===== src/rtl/fpu_pkg.sv =====
// ---------------------------------------------------------------------------
// fpu_pkg : shared FP16 constants and bridge state type       rev 1.0
// ---------------------------------------------------------------------------
`default_nettype none

package fpu_pkg;

  localparam int          FP16_W    = 16;
  localparam logic [15:0] FP16_QNAN = 16'h7E00;
  localparam logic [15:0] FP16_PINF = 16'h7C00;

  typedef enum logic [0:0] {
    DRAIN = 1'b0,
    RUN   = 1'b1
  } bridge_state_e;

endpackage

`default_nettype wire


===== src/rtl/fpu_sync_fifo.sv =====
// ---------------------------------------------------------------------------
// fpu_sync_fifo : synchronous FIFO with registered head output  rev 1.0
// ---------------------------------------------------------------------------
`default_nettype none

module fpu_sync_fifo
  import fpu_pkg::*;
#(
  parameter int DATA_W = FP16_W,
  parameter int DEPTH  = 8
) (
  input  logic                       clk,
  input  logic                       rst_n,
  input  logic                       push,
  input  logic [DATA_W-1:0]          din,
  input  logic                       pop,
  output logic [DATA_W-1:0]          dout,
  output logic                       full,
  output logic                       empty,
  output logic [$clog2(DEPTH):0]     count
);

  localparam int AW    = $clog2(DEPTH);
  localparam int CNT_W = AW + 1;

  logic [DATA_W-1:0] mem [DEPTH];
  logic [AW-1:0]     wr_ptr;
  logic [AW-1:0]     rd_ptr;
  logic [AW-1:0]     rd_nxt;
  logic              do_push;
  logic              do_pop;

  assign full    = (count == CNT_W'(DEPTH));
  assign empty   = (count == '0);
  assign do_pop  = pop & ~empty;
  assign do_push = push & (~full | do_pop);
  assign rd_nxt  = rd_ptr + AW'(1);

  always_ff @(posedge clk) begin
    if (do_push) mem[wr_ptr] <= din;
  end

  // dout always mirrors the current head; it is reloaded whenever the head
  // changes so a push only becomes visible on the following cycle.
  always_ff @(posedge clk or negedge rst_n) begin
    if (!rst_n) begin
      wr_ptr <= '0;
      rd_ptr <= '0;
      count  <= '0;
      dout   <= '0;
    end else begin
      if (do_push) wr_ptr <= wr_ptr + AW'(1);
      if (do_pop)  rd_ptr <= rd_nxt;
      case ({do_push, do_pop})
        2'b10:   count <= count + CNT_W'(1);
        2'b01:   count <= count - CNT_W'(1);
        default: count <= count;
      endcase
      if (do_pop) begin
        if (count > CNT_W'(1)) dout <= mem[rd_nxt];
        else if (do_push)      dout <= din;
      end else if (empty && do_push) begin
        dout <= din;
      end
    end
  end

endmodule

`default_nettype wire


===== src/rtl/fpu_axis_credit_bridge.sv =====
// ---------------------------------------------------------------------------
// fpu_axis_credit_bridge : AXI-stream credit bridge around a fixed-latency,
// no-backpressure FP16 pipe                                    rev 1.0
// ---------------------------------------------------------------------------
`default_nettype none

module fpu_axis_credit_bridge
  import fpu_pkg::*;
#(
  parameter int DATA_W = FP16_W,
  parameter int LAT    = 7,
  parameter int DEPTH  = 8
) (
  input  logic                    aclk,
  input  logic                    aresetn,
  input  logic [DATA_W-1:0]       s_axis_a_tdata,
  input  logic                    s_axis_a_tvalid,
  output logic                    s_axis_a_tready,
  input  logic [DATA_W-1:0]       s_axis_b_tdata,
  input  logic                    s_axis_b_tvalid,
  output logic                    s_axis_b_tready,
  output logic [DATA_W-1:0]       p_a_tdata,
  output logic [DATA_W-1:0]       p_b_tdata,
  output logic                    p_tvalid,
  input  logic [DATA_W-1:0]       p_result_tdata,
  input  logic                    p_result_tvalid,
  output logic [DATA_W-1:0]       m_axis_result_tdata,
  output logic                    m_axis_result_tvalid,
  input  logic                    m_axis_result_tready,
  output logic                    err_unexpected,
  output logic [$clog2(DEPTH):0]  used_cnt
);

  localparam int CNT_W = $clog2(DEPTH) + 1;
  localparam int DRN_W = (LAT < 1) ? 1 : $clog2(LAT + 1);

  localparam logic [0:0]       ST_DRAIN   = 1'(DRAIN);
  localparam logic [0:0]       ST_RUN     = 1'(RUN);
  localparam logic [CNT_W-1:0] CREDITS    = CNT_W'(DEPTH);
  localparam logic [DRN_W-1:0] DRAIN_LAST = DRN_W'(LAT);

  logic [0:0]       state;
  logic [DRN_W-1:0] drain_cnt;
  logic [CNT_W-1:0] outstanding;
  logic             running;
  logic             credit_ok;
  logic             fire;
  logic             pop;
  logic             capture;
  logic             unexpected;
  logic             fifo_full;
  logic             fifo_empty;
  logic [CNT_W-1:0] fifo_count;
  logic             fifo_unused;

  assign running         = (state == ST_RUN);
  assign credit_ok       = running && (used_cnt < CREDITS);
  assign s_axis_a_tready = credit_ok & s_axis_b_tvalid;
  assign s_axis_b_tready = credit_ok & s_axis_a_tvalid;
  assign fire            = credit_ok & s_axis_a_tvalid & s_axis_b_tvalid;

  assign m_axis_result_tvalid = ~fifo_empty;
  assign pop                  = m_axis_result_tvalid & m_axis_result_tready;

  // Results seen while draining belong to a previous life of the pipe.
  assign capture    = p_result_tvalid & running & (outstanding != '0);
  assign unexpected = p_result_tvalid & running & (outstanding == '0);

  // The FIFO can never overflow: every entry was pre-paid by a credit.
  assign fifo_unused = ^{fifo_count, fifo_full};

  always_ff @(posedge aclk or negedge aresetn) begin
    if (!aresetn) begin
      state     <= ST_DRAIN;
      drain_cnt <= '0;
    end else if (state == ST_DRAIN) begin
      if (drain_cnt == DRAIN_LAST) state <= ST_RUN;
      else                         drain_cnt <= drain_cnt + DRN_W'(1);
    end
  end

  always_ff @(posedge aclk or negedge aresetn) begin
    if (!aresetn) begin
      p_tvalid  <= 1'b0;
      p_a_tdata <= '0;
      p_b_tdata <= '0;
    end else begin
      p_tvalid <= fire;
      if (fire) begin
        p_a_tdata <= s_axis_a_tdata;
        p_b_tdata <= s_axis_b_tdata;
      end
    end
  end

  always_ff @(posedge aclk or negedge aresetn) begin
    if (!aresetn) begin
      used_cnt       <= '0;
      outstanding    <= '0;
      err_unexpected <= 1'b0;
    end else begin
      case ({fire, pop})
        2'b10:   used_cnt <= used_cnt + CNT_W'(1);
        2'b01:   used_cnt <= used_cnt - CNT_W'(1);
        default: used_cnt <= used_cnt;
      endcase
      case ({p_tvalid, capture})
        2'b10:   outstanding <= outstanding + CNT_W'(1);
        2'b01:   outstanding <= outstanding - CNT_W'(1);
        default: outstanding <= outstanding;
      endcase
      if (unexpected) err_unexpected <= 1'b1;
    end
  end

  fpu_sync_fifo #(
    .DATA_W (DATA_W),
    .DEPTH  (DEPTH)
  ) u_result_fifo (
    .clk   (aclk),
    .rst_n (aresetn),
    .push  (capture),
    .din   (p_result_tdata),
    .pop   (pop),
    .dout  (m_axis_result_tdata),
    .full  (fifo_full),
    .empty (fifo_empty),
    .count (fifo_count)
  );

endmodule

`default_nettype wire

===== config.mk =====
export PLATFORM = sky130hd
export DESIGN_NAME = fpu_axis_credit_bridge
export DESIGN_NICKNAME = d
export VERILOG_FILES = /design/src/rtl/fpu_pkg.sv /design/src/rtl/fpu_sync_fifo.sv /design/src/rtl/fpu_axis_credit_bridge.sv
export SDC_FILE = /design/constraint.sdc
export NUM_CORES = 1
export LEC_CHECK = 0
export CORE_MARGIN = 1.5
export CORE_UTILIZATION = 41
export CTS_CLUSTER_DIAMETER = 150
export DETAILED_ROUTE_END_ITERATION = 12
export DONT_BUFFER_PORTS = 1
export GPL_TIMING_DRIVEN = 1
export SYNTH_ARGS = -nofsm -noshare
export SYNTH_HDL_FRONTEND = slang
export SYNTH_HIERARCHICAL = 1
export SYNTH_SLANG_ARGS = --single-unit

===== constraint.sdc =====
create_clock -name aclk -period 10.17 [get_ports aclk]
set_clock_uncertainty 0.2 [all_clocks]
set_input_delay 2.034 -clock aclk [delete_from_list [all_inputs] [get_ports aclk]]
set_output_delay 2.034 -clock aclk [all_outputs]
set_load 0.005 [all_outputs]

==> impl_metrics.py, run 1 <==
metrics = {
    "timing": {
        "fmax_mhz": 225,
        "period_share_pct": 43.7,
        "setup_viol": 0,
        "finalMaxSlewViolations": 0,
        "worst_slack_ns": 5.72,
        "tightest_slew_ns": 1.12,
        "rsz0062_at_grt": "no",
        "hold_viol": 0,
        "timing.setup.tns_ns": 0,
        "maxSlewHeadroom_pct": 25.0,
        "fin_crit_ns": 4.45,
    },
    "worst_hold_path": {
        "hold_path_startpoint": "outstanding[3]",
        "hp-class": "reg -> reg",
    },
    "placement": {
        "port_buffers": 0,
        "place_area_um2": 8610,
        "pre_cts_slack_ns": 5.54,
        "post-dp-hpwl_um": 10400,
        "place_congestion": 0.727,
    },
    "grt": {
        "grt_pass1_wl_um": 26500,
        "grt_max_degree": 73,
        "grt_pass1_vias": 4618,
        "grt-ovfl-total": 0,
        "grt_use_met2_pct": 27.9,
        "use_met3_pct": 4.91,
        "grt_use_total_pct": 16.6,
        "grt.busiest_layer": "met2",
        "grt.met1_usage_pct": 20.6,
        "antenna_found_initial": 0,
    },
    "setup_path": {
        "crit_slowest_cell": "and3b_1",
        "crit_type": "in -> out",
        "worstSetupStartpointType": "input port",
        "ff2ff_setup_slack_ns": 6.36,
        "cp_cell_sequence": "and3b_1",
        "arrival_ns": 2.21,
        "r2r_start": "u_result_fifo/rd_ptr[0]",
        "end_kind": "primary output",
        "crit_start": "s_axis_b_tvalid",
        "cpPeakStageDelay_ns": 0.18,
        "required_ns": 7.94,
        "crit_path_max_fanout": 2,
        "cp.buffers_inverters": 0,
        "path_delay_family": "simple AND/OR/NAND/NOR gates",
    },
    "floorplanning": {
        "start_util_pct": 42.1,
        "die_y_um": 145,
        "io_pins": 111,
        "rows": 51,
        "fp.coreArea_um2": 19700,
        "dieArea_um2": 21000,
        "die_w_um": 145,
    },
    "status": {
        "outcome": "finished, final reports clean",
    },
    "layout": {
        "n_antenna_cell": 0,
        "drive_gt1_share_pct": 28.6,
        "nets": 592,
        "syn_to_final_growth_pct": 10.9,
        "final_area_um2": 9180,
        "final_util_pct": 46.7,
        "fill_cells": 1729,
    },
    "clock_tree": {
        "root_buffer": "clkbuf_16",
        "clkTransAtPathRegs_ns": 0.07,
        "cts_inserted_buffers": 17,
        "cts_sinks": 200,
        "clk_path_buf_depth": 2,
        "cts_resized": 0,
        "holdBufCountCts": 0,
        "cts_tree": "built",
        "htreeDepth": 4,
        "cts_setup_buffers": 0,
        "clk_latency_ns": 0.43,
    },
    "detailed_routing": {
        "routed-via-count": 4408,
        "ant_nets": 0,
        "post_drt_via_cell_ratio": 5.49,
        "totalWireLength_um": 16900,
        "firstDrtPassIters": 4,
        "drc": 0,
        "drtIter0Drc": 288,
        "wl_per_cell_um": 21.1,
    },
    "pwr": {
        "powerDensity_nw_per_um2": 318,
        "p_total_uw": 2920,
        "vdd_ir_drop_max_mv": 0.157,
        "cellLeakagePower_uw": 0.00324,
    },
    "synthesis": {
        "avgSynthCellArea_um2": 16.0,
        "synthesis.area_um2": 8270,
        "synth_nets": 584,
        "synth_warnings": 6,
        "synth_cells": 517,
    },
    "flow_run": {
        "drv_cap": 0,
    },
}
[flip-flops by register name, summed over array words and instances, names as in the netlist]
register and cells:
drain_cnt 3, u_result_fifo/mem 128, u_result_fifo/rd_ptr 3, outstanding 4
err_unexpected 1, u_result_fifo/count 4, p_a_tdata 16, p_b_tdata 16
u_result_fifo/dout 16, p_tvalid 1, u_result_fifo/wr_ptr 3, used_cnt 4
running 1
[final timing paths]
check                                         end  cells past startpoint
max                               s_axis_a_tready                      1
min                                outstanding[3]                      1
max reg2reg                u_result_fifo/dout[13]                      5
min reg2reg                        outstanding[3]                      1
max in group asynchronous            p_b_tdata[4]                      0
min in group asynchronous   u_result_fifo/dout[7]                      0
[metal layers]
layer	up-vias	routed length (µm)
met1	2272	7070
met3	16	1160
met2	130	8510
met5	-	0
li1	1990	-
met4	0	191
[metrics by stage]
stage,hold WS [ns],cells
global route,0.288,803
finish,0.281,803
global placement,0.258,771
CTS,0.279,803
floorplan,0.242,517
detailed placement,0.263,771
[where the power goes]
part | switching (µW) | internal (µW) | total [µW]
registers | 166 | 1090 | 1250
logic | 558 | 464 | 1020
clock network | 317 | 324 | 641
total | 1040 | 1880 | 2920
[area by class of cell]
type / count / area (µm²) / share of cell area, %
Clock buffer: 17 / 425 / 4.64
Clock inverter: 15 / 144 / 1.57
Inverter: 7 / 26.3 / 0.286
Multi-Input combinational cell: 287 / 2510 / 27.4
Sequential cell: 200 / 5650 / 61.5
Tap cell: 265 / 332 / 3.61
Timing Repair Buffer: 12 / 90.1 / 0.982
[worst register-to-register path: stages (launching register included)]
cell and delay, ns:
dfrtp_1 0.90, ha_2 0.36, xor2_2 0.87, nand2_1 0.80
o21ai_0 0.49, o31ai_2 0.09
[placed cells by master, fill, tap and decap left out, types with 12 or more instances in the layout]
cell       count
nand3_1       16
o22ai_1       17
buf_4         12
a22oi_1       16
clkbuf_16     17
dfrtp_1       72
mux2_2        85
o21ai_0       20
edfxtp_1     128
ha_1          12
mux2i_1       16
nand2_1       12
(Power assumes the default switching activity.)
==> run 2: changes to the inputs <==
==> constraint.sdc (replaced) <==
create_clock -name aclk -period 4.5 [get_ports aclk]
set_clock_uncertainty 0.2 [all_clocks]
set_input_delay 0.9 -clock aclk [delete_from_list [all_inputs] [get_ports aclk]]
set_output_delay 0.9 -clock aclk [all_outputs]
set_load 0.005 [all_outputs]
==> impl_metrics.py, run 2 (synthesis gave the netlist of run 1 again) <==
metrics = {
    "layout": {
        "n_antenna_cell": 0,
        "largest_reg_flops": 128,
        "nets": 602,
        "most-common-layout-cells": "edfxtp_1 (128), mux2_2 (85), dfrtp_1 (72)",
        "syn_to_final_growth_pct": 12.3,
        "layout_commonest_cell": "edfxtp_1",
        "fin_cells": 813,
        "final_util_pct": 47.3,
        "drive_gt1_share_pct": 29.7,
        "largest_register": "u_result_fifo/mem",
    },
    "placement": {
        "port_buffers": 0,
        "place_congestion": 0.714,
        "dp_cells": 780,
        "pre_cts_slack_ns": 1.05,
        "post-dp-hpwl_um": 10300,
    },
    "floorplanning": {
        "die_y_um": 145,
        "fp.coreArea_um2": 19700,
        "start_util_pct": 42.1,
        "die_w_um": 145,
        "io_pins": 111,
        "dieArea_um2": 21000,
        "rows": 51,
    },
    "setup_path": {
        "worstSetupStartpointType": "register",
        "crit_type": "reg -> reg",
        "crit_path_max_fanout": 13,
        "end_kind": "register",
        "required_ns": 4.42,
        "arrival_ns": 3.00,
        "r2r_start": "u_result_fifo/count[1]",
        "crit_start": "u_result_fifo/count[1]",
    },
    "timing": {
        "period_share_pct": 68.3,
        "holdWs_ns": 0.151,
        "hold_viol": 0,
        "rsz0062_at_grt": "no",
        "timing.setup.tns_ns": 0,
        "setup_viol": 0,
        "finalMaxSlewViolations": 0,
        "tightest_slew_ns": 1.07,
        "maxSlewHeadroom_pct": 28.8,
        "fin_crit_ns": 3.07,
        "fmax_mhz": 326,
        "worst_slack_ns": 1.43,
    },
    "clock_tree": {
        "cts_sinks": 200,
        "cts_tree": "built",
        "clkTransAtPathRegs_ns": 0.08,
        "cts_inserted_buffers": 17,
        "clk_latency_ns": 0.42,
        "clk_path_buf_depth": 2,
        "root_buffer": "clkbuf_16",
        "htreeDepth": 4,
        "holdBufCountCts": 1,
        "cts_setup_buffers": 0,
        "cts_resized": 0,
    },
    "detailed_routing": {
        "routed-via-count": 4414,
        "firstDrtPassIters": 4,
        "drc": 0,
        "totalWireLength_um": 17000,
        "drtIter0Drc": 252,
        "post_drt_via_cell_ratio": 5.43,
        "wl_per_cell_um": 20.9,
        "ant_nets": 0,
    },
    "flow_run": {
        "drv_cap": 0,
    },
    "worst_hold_path": {
        "hp-class": "in -> async",
    },
    "grt": {
        "antenna_found_initial": 0,
        "grt_max_degree": 73,
        "grt-ovfl-total": 0,
        "grt_pass1_vias": 4617,
        "grt_pass1_wl_um": 26100,
        "grt_use_total_pct": 16.5,
    },
    "status": {
        "outcome": "finished, final reports clean",
    },
    "pwr": {
        "cellLeakagePower_uw": 0.00332,
        "vdd_ir_drop_max_mv": 0.308,
        "powerDensity_nw_per_um2": 722,
    },
}
## run 2: cell count changes in the layout (fill, tap and decap cells not counted)
cell / before / now
clkinv_1: 0 / 1
nor3_2: 3 / 4
buf_4: 12 / 21
inv_6: 3 / 4
clkinv_2: 1 / 0
buf_16: 0 / 1
clkinv_8: 2 / 4
clkinvlp_4: 5 / 1
nor3_4: 1 / 0
clkbuf_8: 0 / 1
## run 2: report_power, final
group	switching, µW	internal [µW]
registers	341	2460
clock network	721	759
logic	1320	1110
## run 2: path summary, 6_finish.rpt
kind | slack (ns) | cells after the start | end
min | 0.15 | 1 | u_result_fifo/dout[15]
max | 1.43 | 8 | u_result_fifo/mem[0][5]
min reg2reg | 0.28 | 1 | drain_cnt[0]
max reg2reg | 1.43 | 8 | u_result_fifo/mem[0][5]
max in group asynchronous | 3.62 | 1 | u_result_fifo/wr_ptr[0]
min in group aclk | 0.28 | 1 | drain_cnt[0]
## run 2: critical path: stages, from the launching register on
cell and delay, ns:
dfrtp_1 0.43, inv_1 0.10, ha_1 0.28, nor3b_4 0.21, nor2b_1 0.12, buf_4 0.21
o21ai_2 0.18, nor4_2 0.70, buf_4 0.33
## run 2: per-stage QoR
| step | power (µW) | cell area (µm²) |
|---|---|---|
| after global routing | 7100 | 9290 |
| after global placement | 5180 | 8670 |
| after CTS | 6780 | 9290 |
| after floorplan | 4610 | 8270 |
| final | 6700 | 9290 |
| after detailed placement | 5270 | 8670 |
## run 2: final cells by class
cell class,instances,area (µm²)
Fill cell,1715,10400
Sequential cell,200,5650
Multi-Input combinational cell,287,2510
Clock buffer,18,439
Tap cell,265,332
Timing Repair Buffer,22,185
Clock inverter,14,154
Inverter,7,26.3
## run 2: metal layers
layer  up-vias  share of wire, %  wire length (µm)  GRT usage, %
met3        17               6.2              1060          4.21
met2        96                52              8840          28.7
met1      2283                40              6870          20.0
li1       2018                 -                 -             -
met5         -                 0                 0             0
met4         0               1.3               220          5.31
